`config.mk`:
```
export PLATFORM = sky130hd
export DESIGN_NAME = ram_load_ctrl_flat
export DESIGN_NICKNAME = d
export VERILOG_FILES = /design/src/rtl/ram_load_ctrl_pkg.sv /design/src/rtl/ram_load_ctrl_if.sv /design/src/rtl/ram_load_ctrl_edge_detector.sv /design/src/rtl/ram_load_ctrl.sv /design/src/flat_wrapper.sv
export SDC_FILE = /design/constraint.sdc
export NUM_CORES = 1
export LEC_CHECK = 0
export BUFFER_PORTS_ARGS = -buffer_cell sky130_fd_sc_hd__buf_4
export CORE_UTILIZATION = 37
export DETAILED_ROUTE_END_ITERATION = 16
export HOLD_SLACK_MARGIN = 0.1
export PLACE_DENSITY = 0.7
export SYNTH_ARGS = -nofsm -noshare
export SYNTH_HDL_FRONTEND = slang
export SYNTH_SLANG_ARGS = --single-unit
```
`constraint.sdc`:
```
create_clock -name clk -period 1.85 [get_ports clk]
set_input_delay 0.0925 -clock clk [delete_from_list [all_inputs] [get_ports clk]]
set_output_delay 0.0925 -clock clk [all_outputs]
set_load 0.01 [all_outputs]
```
`src/rtl/ram_load_ctrl_pkg.sv`:
```
// ram_ctrl_pkg
//   Shared types and sizes for the RAM load controller slice.
//   RAM_ADDR_W / RAM_DATA_W : default RAM port widths
//   RAM_DEPTH               : words loaded per session (= 2**RAM_ADDR_W)
//   ram_ld_state_t          : load controller FSM states
package ram_ctrl_pkg;

  localparam int RAM_ADDR_W = 4;
  localparam int RAM_DATA_W = 8;
  localparam int RAM_DEPTH  = 16;

  typedef enum logic [1:0] {
    S_IDLE,
    S_LOAD,
    S_CHECK,
    S_DONE
  } ram_ld_state_t;

endpackage

```
`src/rtl/ram_load_ctrl_if.sv`:
```
// ram_load_ctrl_if
//   Bundles every signal between the RAM load controller and its neighbours
//   (prog switch, byte loader, CPU bus/MAR, RAM write port, status).
//   slave modport  : the controller side
//   master modport : the environment side (switch, loader, CPU, RAM)
//   Signals: prog_mode, prog_abort, ld_valid, ld_data, ld_ready,
//            cpu_addr, cpu_wdata, cpu_we, ram_addr, ram_wdata, ram_we,
//            cpu_halt, busy, done, load_count[ADDR_W:0], cksum_err
interface ram_load_ctrl_if
  import ram_ctrl_pkg::*;
#(
  parameter int ADDR_W = RAM_ADDR_W,
  parameter int DATA_W = RAM_DATA_W
);

  logic              prog_mode;
  logic              prog_abort;
  logic              ld_valid;
  logic [DATA_W-1:0] ld_data;
  logic              ld_ready;
  logic [ADDR_W-1:0] cpu_addr;
  logic [DATA_W-1:0] cpu_wdata;
  logic              cpu_we;
  logic [ADDR_W-1:0] ram_addr;
  logic [DATA_W-1:0] ram_wdata;
  logic              ram_we;
  logic              cpu_halt;
  logic              busy;
  logic              done;
  logic [ADDR_W:0]   load_count;
  logic              cksum_err;

  modport slave (
    input  prog_mode, prog_abort, ld_valid, ld_data,
    input  cpu_addr, cpu_wdata, cpu_we,
    output ld_ready, ram_addr, ram_wdata, ram_we,
    output cpu_halt, busy, done, load_count, cksum_err
  );

  modport master (
    output prog_mode, prog_abort, ld_valid, ld_data,
    output cpu_addr, cpu_wdata, cpu_we,
    input  ld_ready, ram_addr, ram_wdata, ram_we,
    input  cpu_halt, busy, done, load_count, cksum_err
  );

endinterface

```
`src/rtl/ram_load_ctrl_edge_detector.sv`:
```
// edge_detector
//   Flags the cycle in which a level input first reads high.
//   clk           : system clock
//   rst           : asynchronous active-high reset
//   a_i           : level input
//   rising_edge_o : high while a_i is 1 and was 0 at the previous clock edge
module edge_detector (
  input  logic clk,
  input  logic rst,
  input  logic a_i,
  output logic rising_edge_o
);

  logic r_prev;

  // Remember last cycle's level; cleared to 0 so a level already high after
  // reset counts as a fresh edge.
  always_ff @(posedge clk or posedge rst) begin
    if (rst) r_prev <= 1'b0;
    else     r_prev <= a_i;
  end

  assign rising_edge_o = a_i & ~r_prev;

endmodule

```
`src/rtl/ram_load_ctrl.sv`:
```
// ram_load_ctrl
//   Owns the single write port of the 16x8 program/data RAM. In idle the CPU
//   bus (MAR / bus write) passes straight through; a rising edge on prog_mode
//   opens a load session that halts the CPU, streams 16 loader bytes into
//   addresses 0..15 and then releases the CPU.
//   clk, rst : clock and asynchronous active-high reset
//   bus      : ram_load_ctrl_if.slave (prog switch, loader handshake,
//              CPU bus in, RAM write port out, halt/busy/done/count/cksum)
//   Build option: define RAM_CKSUM_EN to append a checksum byte to every
//   session and drive cksum_err; otherwise cksum_err is tied low.
module ram_load_ctrl
  import ram_ctrl_pkg::*;
#(
  parameter int ADDR_W = RAM_ADDR_W,
  parameter int DATA_W = RAM_DATA_W
) (
  input  logic            clk,
  input  logic            rst,
  ram_load_ctrl_if.slave  bus
);

  localparam int DEPTH = 2 ** ADDR_W;
  localparam int CNT_W = ADDR_W + 1;

  ram_ld_state_t     r_state;
  ram_ld_state_t     w_nextState;
  logic [ADDR_W-1:0] r_ptr;
  logic [CNT_W-1:0]  r_loadCount;
  logic              r_halt;
  logic              w_progEdge;
  logic              w_ldReady;
  logic              w_beat;
  logic              w_lastPtr;

  edge_detector u_edge (
    .clk           (clk),
    .rst           (rst),
    .a_i           (bus.prog_mode),
    .rising_edge_o (w_progEdge)
  );

  assign w_ldReady = (r_state == S_LOAD) || (r_state == S_CHECK);
  assign w_beat    = bus.ld_valid & w_ldReady;
  assign w_lastPtr = (r_ptr == ADDR_W'(DEPTH - 1));

  // State register.
  always_ff @(posedge clk or posedge rst) begin
    if (rst) r_state <= S_IDLE;
    else     r_state <= w_nextState;
  end

  // Next-state logic. Abort wins over everything in LOAD/CHECK; the beat
  // taken in the abort cycle is still written by the output mux below.
  always_comb begin
    w_nextState = r_state;
    case (r_state)
      S_IDLE: begin
        if (w_progEdge) w_nextState = S_LOAD;
      end
      S_LOAD: begin
        if (bus.prog_abort) begin
          w_nextState = S_DONE;
        end else if (w_beat && w_lastPtr) begin
`ifdef RAM_CKSUM_EN
          w_nextState = S_CHECK;
`else
          w_nextState = S_DONE;
`endif
        end
      end
      S_CHECK: begin
        if (bus.prog_abort || w_beat) w_nextState = S_DONE;
      end
      S_DONE: begin
        w_nextState = S_IDLE;
      end
      default: begin
        w_nextState = S_IDLE;
      end
    endcase
  end

  // Write pointer and byte counter: cleared when a session opens, advanced
  // on each data beat. The pointer wraps after 15 so it never leaves the RAM.
  always_ff @(posedge clk or posedge rst) begin
    if (rst) begin
      r_ptr       <= '0;
      r_loadCount <= '0;
    end else if (r_state == S_IDLE && w_progEdge) begin
      r_ptr       <= '0;
      r_loadCount <= '0;
    end else if (r_state == S_LOAD && w_beat) begin
      r_ptr       <= r_ptr + 1'b1;
      r_loadCount <= r_loadCount + 1'b1;
    end
  end

  // CPU halt is registered from the next state so it rises in the first
  // LOAD cycle and falls in the cycle after DONE.
  always_ff @(posedge clk or posedge rst) begin
    if (rst) r_halt <= 1'b0;
    else     r_halt <= (w_nextState != S_IDLE);
  end

`ifdef RAM_CKSUM_EN
  logic [DATA_W-1:0] r_sum;
  logic [DATA_W-1:0] w_sumNext;
  logic              r_cksumErr;

  assign w_sumNext = r_sum + bus.ld_data;

  // Running modulo-256 sum of data beats; the trailing byte must bring it
  // to zero. An abort during CHECK leaves the error flag as it was.
  always_ff @(posedge clk or posedge rst) begin
    if (rst) begin
      r_sum      <= '0;
      r_cksumErr <= 1'b0;
    end else if (r_state == S_IDLE && w_progEdge) begin
      r_sum      <= '0;
      r_cksumErr <= 1'b0;
    end else if (r_state == S_LOAD && w_beat) begin
      r_sum      <= w_sumNext;
    end else if (r_state == S_CHECK && w_beat && !bus.prog_abort) begin
      r_cksumErr <= (w_sumNext != '0);
    end
  end

  assign bus.cksum_err = r_cksumErr;
`else
  assign bus.cksum_err = 1'b0;
`endif

  // RAM port mux: CPU bus passes through with zero latency in idle, loader
  // owns the port otherwise. The write strobe is held off during reset so
  // the RAM is never disturbed while the block is being cleared.
  always_comb begin
    bus.ram_addr  = r_ptr;
    bus.ram_wdata = bus.ld_data;
    bus.ram_we    = 1'b0;
    if (r_state == S_IDLE) begin
      bus.ram_addr  = bus.cpu_addr;
      bus.ram_wdata = bus.cpu_wdata;
      bus.ram_we    = bus.cpu_we & ~rst;
    end else if (r_state == S_LOAD) begin
      bus.ram_we    = w_beat;
    end
  end

  assign bus.ld_ready   = w_ldReady;
  assign bus.busy       = (r_state != S_IDLE);
  assign bus.done       = (r_state == S_DONE);
  assign bus.cpu_halt   = r_halt;
  assign bus.load_count = r_loadCount;

endmodule

```
`src/flat_wrapper.sv`:
```
// flat-port wrapper written by rule: the top's interface ports become plain ports
module ram_load_ctrl_flat import ram_ctrl_pkg::*;
#(
  parameter int ADDR_W = RAM_ADDR_W,
  parameter int DATA_W = RAM_DATA_W
)
  (clk, rst, bus_prog_mode, bus_prog_abort, bus_ld_valid, bus_ld_data, bus_cpu_addr, bus_cpu_wdata, bus_cpu_we, bus_ld_ready, bus_ram_addr, bus_ram_wdata, bus_ram_we, bus_cpu_halt, bus_busy, bus_done, bus_load_count, bus_cksum_err);
  ram_load_ctrl_if #(.ADDR_W(ADDR_W), .DATA_W(DATA_W)) bus_i ();
  input  logic clk;
  input  logic rst;
  input wire logic [$bits(bus_i.prog_mode)-1:0] bus_prog_mode;
  input wire logic [$bits(bus_i.prog_abort)-1:0] bus_prog_abort;
  input wire logic [$bits(bus_i.ld_valid)-1:0] bus_ld_valid;
  input wire logic [$bits(bus_i.ld_data)-1:0] bus_ld_data;
  input wire logic [$bits(bus_i.cpu_addr)-1:0] bus_cpu_addr;
  input wire logic [$bits(bus_i.cpu_wdata)-1:0] bus_cpu_wdata;
  input wire logic [$bits(bus_i.cpu_we)-1:0] bus_cpu_we;
  output wire logic [$bits(bus_i.ld_ready)-1:0] bus_ld_ready;
  output wire logic [$bits(bus_i.ram_addr)-1:0] bus_ram_addr;
  output wire logic [$bits(bus_i.ram_wdata)-1:0] bus_ram_wdata;
  output wire logic [$bits(bus_i.ram_we)-1:0] bus_ram_we;
  output wire logic [$bits(bus_i.cpu_halt)-1:0] bus_cpu_halt;
  output wire logic [$bits(bus_i.busy)-1:0] bus_busy;
  output wire logic [$bits(bus_i.done)-1:0] bus_done;
  output wire logic [$bits(bus_i.load_count)-1:0] bus_load_count;
  output wire logic [$bits(bus_i.cksum_err)-1:0] bus_cksum_err;
  assign bus_i.prog_mode = bus_prog_mode;
  assign bus_i.prog_abort = bus_prog_abort;
  assign bus_i.ld_valid = bus_ld_valid;
  assign bus_i.ld_data = bus_ld_data;
  assign bus_i.cpu_addr = bus_cpu_addr;
  assign bus_i.cpu_wdata = bus_cpu_wdata;
  assign bus_i.cpu_we = bus_cpu_we;
  assign bus_ld_ready = bus_i.ld_ready;
  assign bus_ram_addr = bus_i.ram_addr;
  assign bus_ram_wdata = bus_i.ram_wdata;
  assign bus_ram_we = bus_i.ram_we;
  assign bus_cpu_halt = bus_i.cpu_halt;
  assign bus_busy = bus_i.busy;
  assign bus_done = bus_i.done;
  assign bus_load_count = bus_i.load_count;
  assign bus_cksum_err = bus_i.cksum_err;
  ram_load_ctrl #(.ADDR_W(ADDR_W), .DATA_W(DATA_W)) u_core (.clk(clk), .rst(rst), .bus(bus_i));
endmodule
```
==> results.txt <==
----------------------------------------------------
[STA]
  Final worst-path cycle share ... 94.5%
  Final hold violation count ... 0
  Post-layout min period ... 1.75 ns
  Maximum clock frequency ... 572 MHz
  Clk_skew ... 0.00338 ns
  Number of failing setup endpoints in the final timing report ... 0
  Final-layout setup total negative slack ... 0 ns
  Final count of pins violating max slew ... 0
  Headroom to the max-slew limit ... 66.5%
  Unrepaired setup endpoints after global routing ... false
  Worst-Margin Slew ... 0.502 ns

[Hold path]
  Tightest Hold Check Type ... in2reg
  Hold endpoint ... u_core.r_ptr[1]
  Hold Path Stages ... 3
  Hold wc startpoint ... bus_ld_valid

[Clock network]
  Number of H-tree levels ... 1
  CTS tree ... yes
  Cell at the root of the clock tree ... sky130_fd_sc_hd__clkbuf_4
  Buffers from clock root to sink, at most ... 2
  Clock insertion delay at the later pin of the skew report ... 0.28 ns
  Number of CTS-inserted buffers ... 3
  Clock transition at path regs ... 0.08 ns
  Total setup buffers inserted after CTS ... 0
  Count of clock tree sinks ... 13

[Drt]
  Via/cell ratio ... 4.91
  Vias after detailed routing ... 800
  First-pass DRT Iterations ... 4
  Number of DRC markers in iteration 0 ... 5
  Wirelength per Cell ... 12.3 um
  Count of antenna-violating nets left after detailed routing ... 0
  Routed wire length ... 2010 um
  Post-detailed-route DRC marker count ... 0

[Final layout]
  Most common library cell in the layout ignoring fill and taps ... sky130_fd_sc_hd__buf_4
  Fraction of final layout cells with drive strength greater than 1 ... 52.6%
  Final-stage net count ... 168
  Commonest cells after routing, fill and taps aside ... 48 x sky130_fd_sc_hd__buf_4, 12 x sky130_fd_sc_hd__mux2_2, 12 x sky130_fd_sc_hd__dfrtp_1, 6 x sky130_fd_sc_hd__a21oi_1, 6 x sky130_fd_sc_hd__ha_1
  Post-synthesis to final-layout area growth ... 48.6%
  Number of antenna diodes ... 0
  Final standard cell count with taps included and fillers excluded ... 163

[Power and ir drop]
  Net Switching ... 0.766 mW
  Internal power contribution ... 1.12 mW
  Total power divided by cell area ... 1450 nW/um^2
  Worst ir drop on vdd ... 0.750 mV
  Switching share of power ... 40.6%
  Portion of total power attributed to sequential cells ... 27.2%
  Gate power share ... 63.5%
  Relative contribution of the clock network to total power ... 9.3%
  Standby leakage power ... 0.635 nW

[Critical path]
  Highest-delay cell along the critical path ... sky130_fd_sc_hd__dfrtp_2
  Crit-path leading delay family ... flip-flops
  Category of the worst setup path launch point ... flip-flop
  Number of cells on the critical path ... 5
  Kind of critical path ... reg2out
  Sequence of cells on the critical path ... inv_1 > ha_1 > buf_12 > mux2_2 > buf_4
  Data arrival time of the worst path ... 1.66 ns
  Register-to-register setup slack ... 0.20 ns
  Capture point of the worst reg-to-reg path ... u_core.bus.cpu_halt
  Worst-path maximum fanout ... 18
  Worst endpoint required time ... 1.76 ns
  Largest stage delay, worst path ... 0.46 ns
  Depth of the worst register-to-register path ... 5
  WP buf/inv ... 3
  Startpoint of the most critical register-to-register path ... u_core.r_state[0]
  Sort of element at the end of the critical path ... primary output

[Global route]
  All-Layer GR Usage ... 17.4%
  Via count of the first global-routing pass ... 807
  First-pass GRT wire length ... 3280 um
  Antenna violations before repair ... 0
  Largest net degree at the start of global routing ... 19
  Residual overflow from global routing ... 0

[Synth]
  Post-synthesis sequential element count ... 13
  Cell count after synthesis ... 85
  Number of nets produced by synthesis ... 117
  Area of the mapped netlist ... 877 um^2
  Number of library cell types mapped by synthesis ... 27
  Proportion of synthesized chip area in sequential cells ... 37.1%
  Yosys warns ... 0
  Average footprint of a synthesized cell ... 10.3 um^2

[Die]
  Boundary pin count ... 49
  Row count ... 17
  Die height ... 50.7 um
  Die Outline Area ... 2570 um^2
  Area inside the core boundary ... 2230 um^2
  Effective utilization at floorplan ... 39.3%
  DIE WIDTH ... 50.7 um

[Placement]
  Placed cell count ... 157
  Last weighted congestion value of the routability-driven placer ... 0.706
  Number of I/O port buffers ... 47
  Detailed placement HPWL ... 1600 um

[Job]
  Total of max-cap violations ... 0

[Status]
  Run status ... completed

----------------------------------------------------
==> through the flow <==
stage | total power [mW] | util (%) | cell area (um^2) | hold WS (ns) | setup slack [ns]
final | 1.89 | 58.4 | 1300 | 0.126 | 0.102
after global routing | 2.02 | 58.4 | 1300 | 0.129 | 0.00217
after CTS | 1.91 | 58.3 | 1300 | 0.122 | 0.0616
after detailed placement | 1.72 | 56.2 | 1260 | 0.168 | 0.172
after global placement | 1.69 | 56.2 | 1260 | 0.160 | 0.238
after floorplan | 1.22 | - | 877 | -0.0305 | 0.232
==> final cells by class <==
cell class / count / area [um^2]
Clock buffer: 4 / 26.3
Fill cell: 202 / 930
Inverter: 4 / 15.0
Multi-Input combinational cell: 63 / 500
Sequential cell: 13 / 327
Tap cell: 28 / 35.0
Timing Repair Buffer: 51 / 400
==> registers in the layout (all words and copies together), names as in the netlist <==
register / flops
u_core.bus.load_count: 5
u_core.r_ptr: 4
u_core.r_state: 2
u_core.bus.cpu_halt: 1
u_core.u_edge.r_prev: 1
==> power by group through the flow <==
stage	Combinational, mW	Clock [mW]	Sequential (mW)
detailed placement	1.20	0	0.518
global route	1.29	0.195	0.534
floorplan	0.704	0	0.511
CTS	1.21	0.182	0.514
global placement	1.18	0	0.511
finish	1.20	0.175	0.514
==> cells in the mapped netlist, drive strengths merged <==
cell	number	area, um^2
mux2	12	135
nand2b	1	6.26
and3	1	6.26
a2111oi	1	27.5
ha	6	75.1
o21ai	3	15.0
nand2	6	30.0
dfrtp	13	325
a211oi	1	12.5
or3	3	18.8
xor2	4	35.0
conb	1	3.75
o32ai	1	8.76
o22ai	1	6.26
a211o	1	8.76
inv	4	15.0
buf	5	36.3
nand3	6	35.0
a21oi	6	30.0
nor2	6	25.0
and4	1	11.3
nor3	2	10.0
==> worst max-delay path by stage <==
stage / start / to / slack (ns)
after floorplan: u_core.r_state[1] / u_core.bus.cpu_halt / 0.23
after global placement: u_core.r_state[1] / u_core.bus.cpu_halt / 0.24
after detailed placement: u_core.r_state[1] / u_core.bus.cpu_halt / 0.17
after CTS: u_core.r_state[1] / bus_ram_addr[3] / 0.06
after global routing: u_core.r_state[0] / bus_ram_addr[3] / 0.002
final: u_core.r_state[1] / bus_ram_addr[1] / 0.10
==> repair_timing <==
| action | CTS | global route |
|---|---|---|
| hold buffers | 2 | 0 |
| endpoints found under the setup margin | 0 | 4 |
| hold endpoints to repair | 14 | 0 |
| resized for setup | 0 | 1 |
==> per-layer routing <==
metal	track usage, %	share of wire (%)
met3	3.03	7.5
met1	18.9	42
met4	9.72	1.6
met2	31.6	48
met5	0	0
==> kinds of logic after synthesis <==
kind of cell | count (synthesis) | synth area share [%]
xor gates and xnor gates | 4 | 3.99
DFF | 13 | 37.1
muxes | 12 | 15.4
adders and majority gates | 6 | 8.56
and+or+nand+nor | 26 | 16.3
other | 1 | 0.428
buffers and inverters | 9 | 5.85
AOI/OAI and AO/OA | 14 | 12.4
==> tightest hold or removal path, cell delays in order <==
cell	delay, ns
sky130_fd_sc_hd__buf_4	0.15
sky130_fd_sc_hd__nand3_1	0.07
sky130_fd_sc_hd__a21oi_1	0.05
Note: power is estimated with default switching activity, not from simulation.
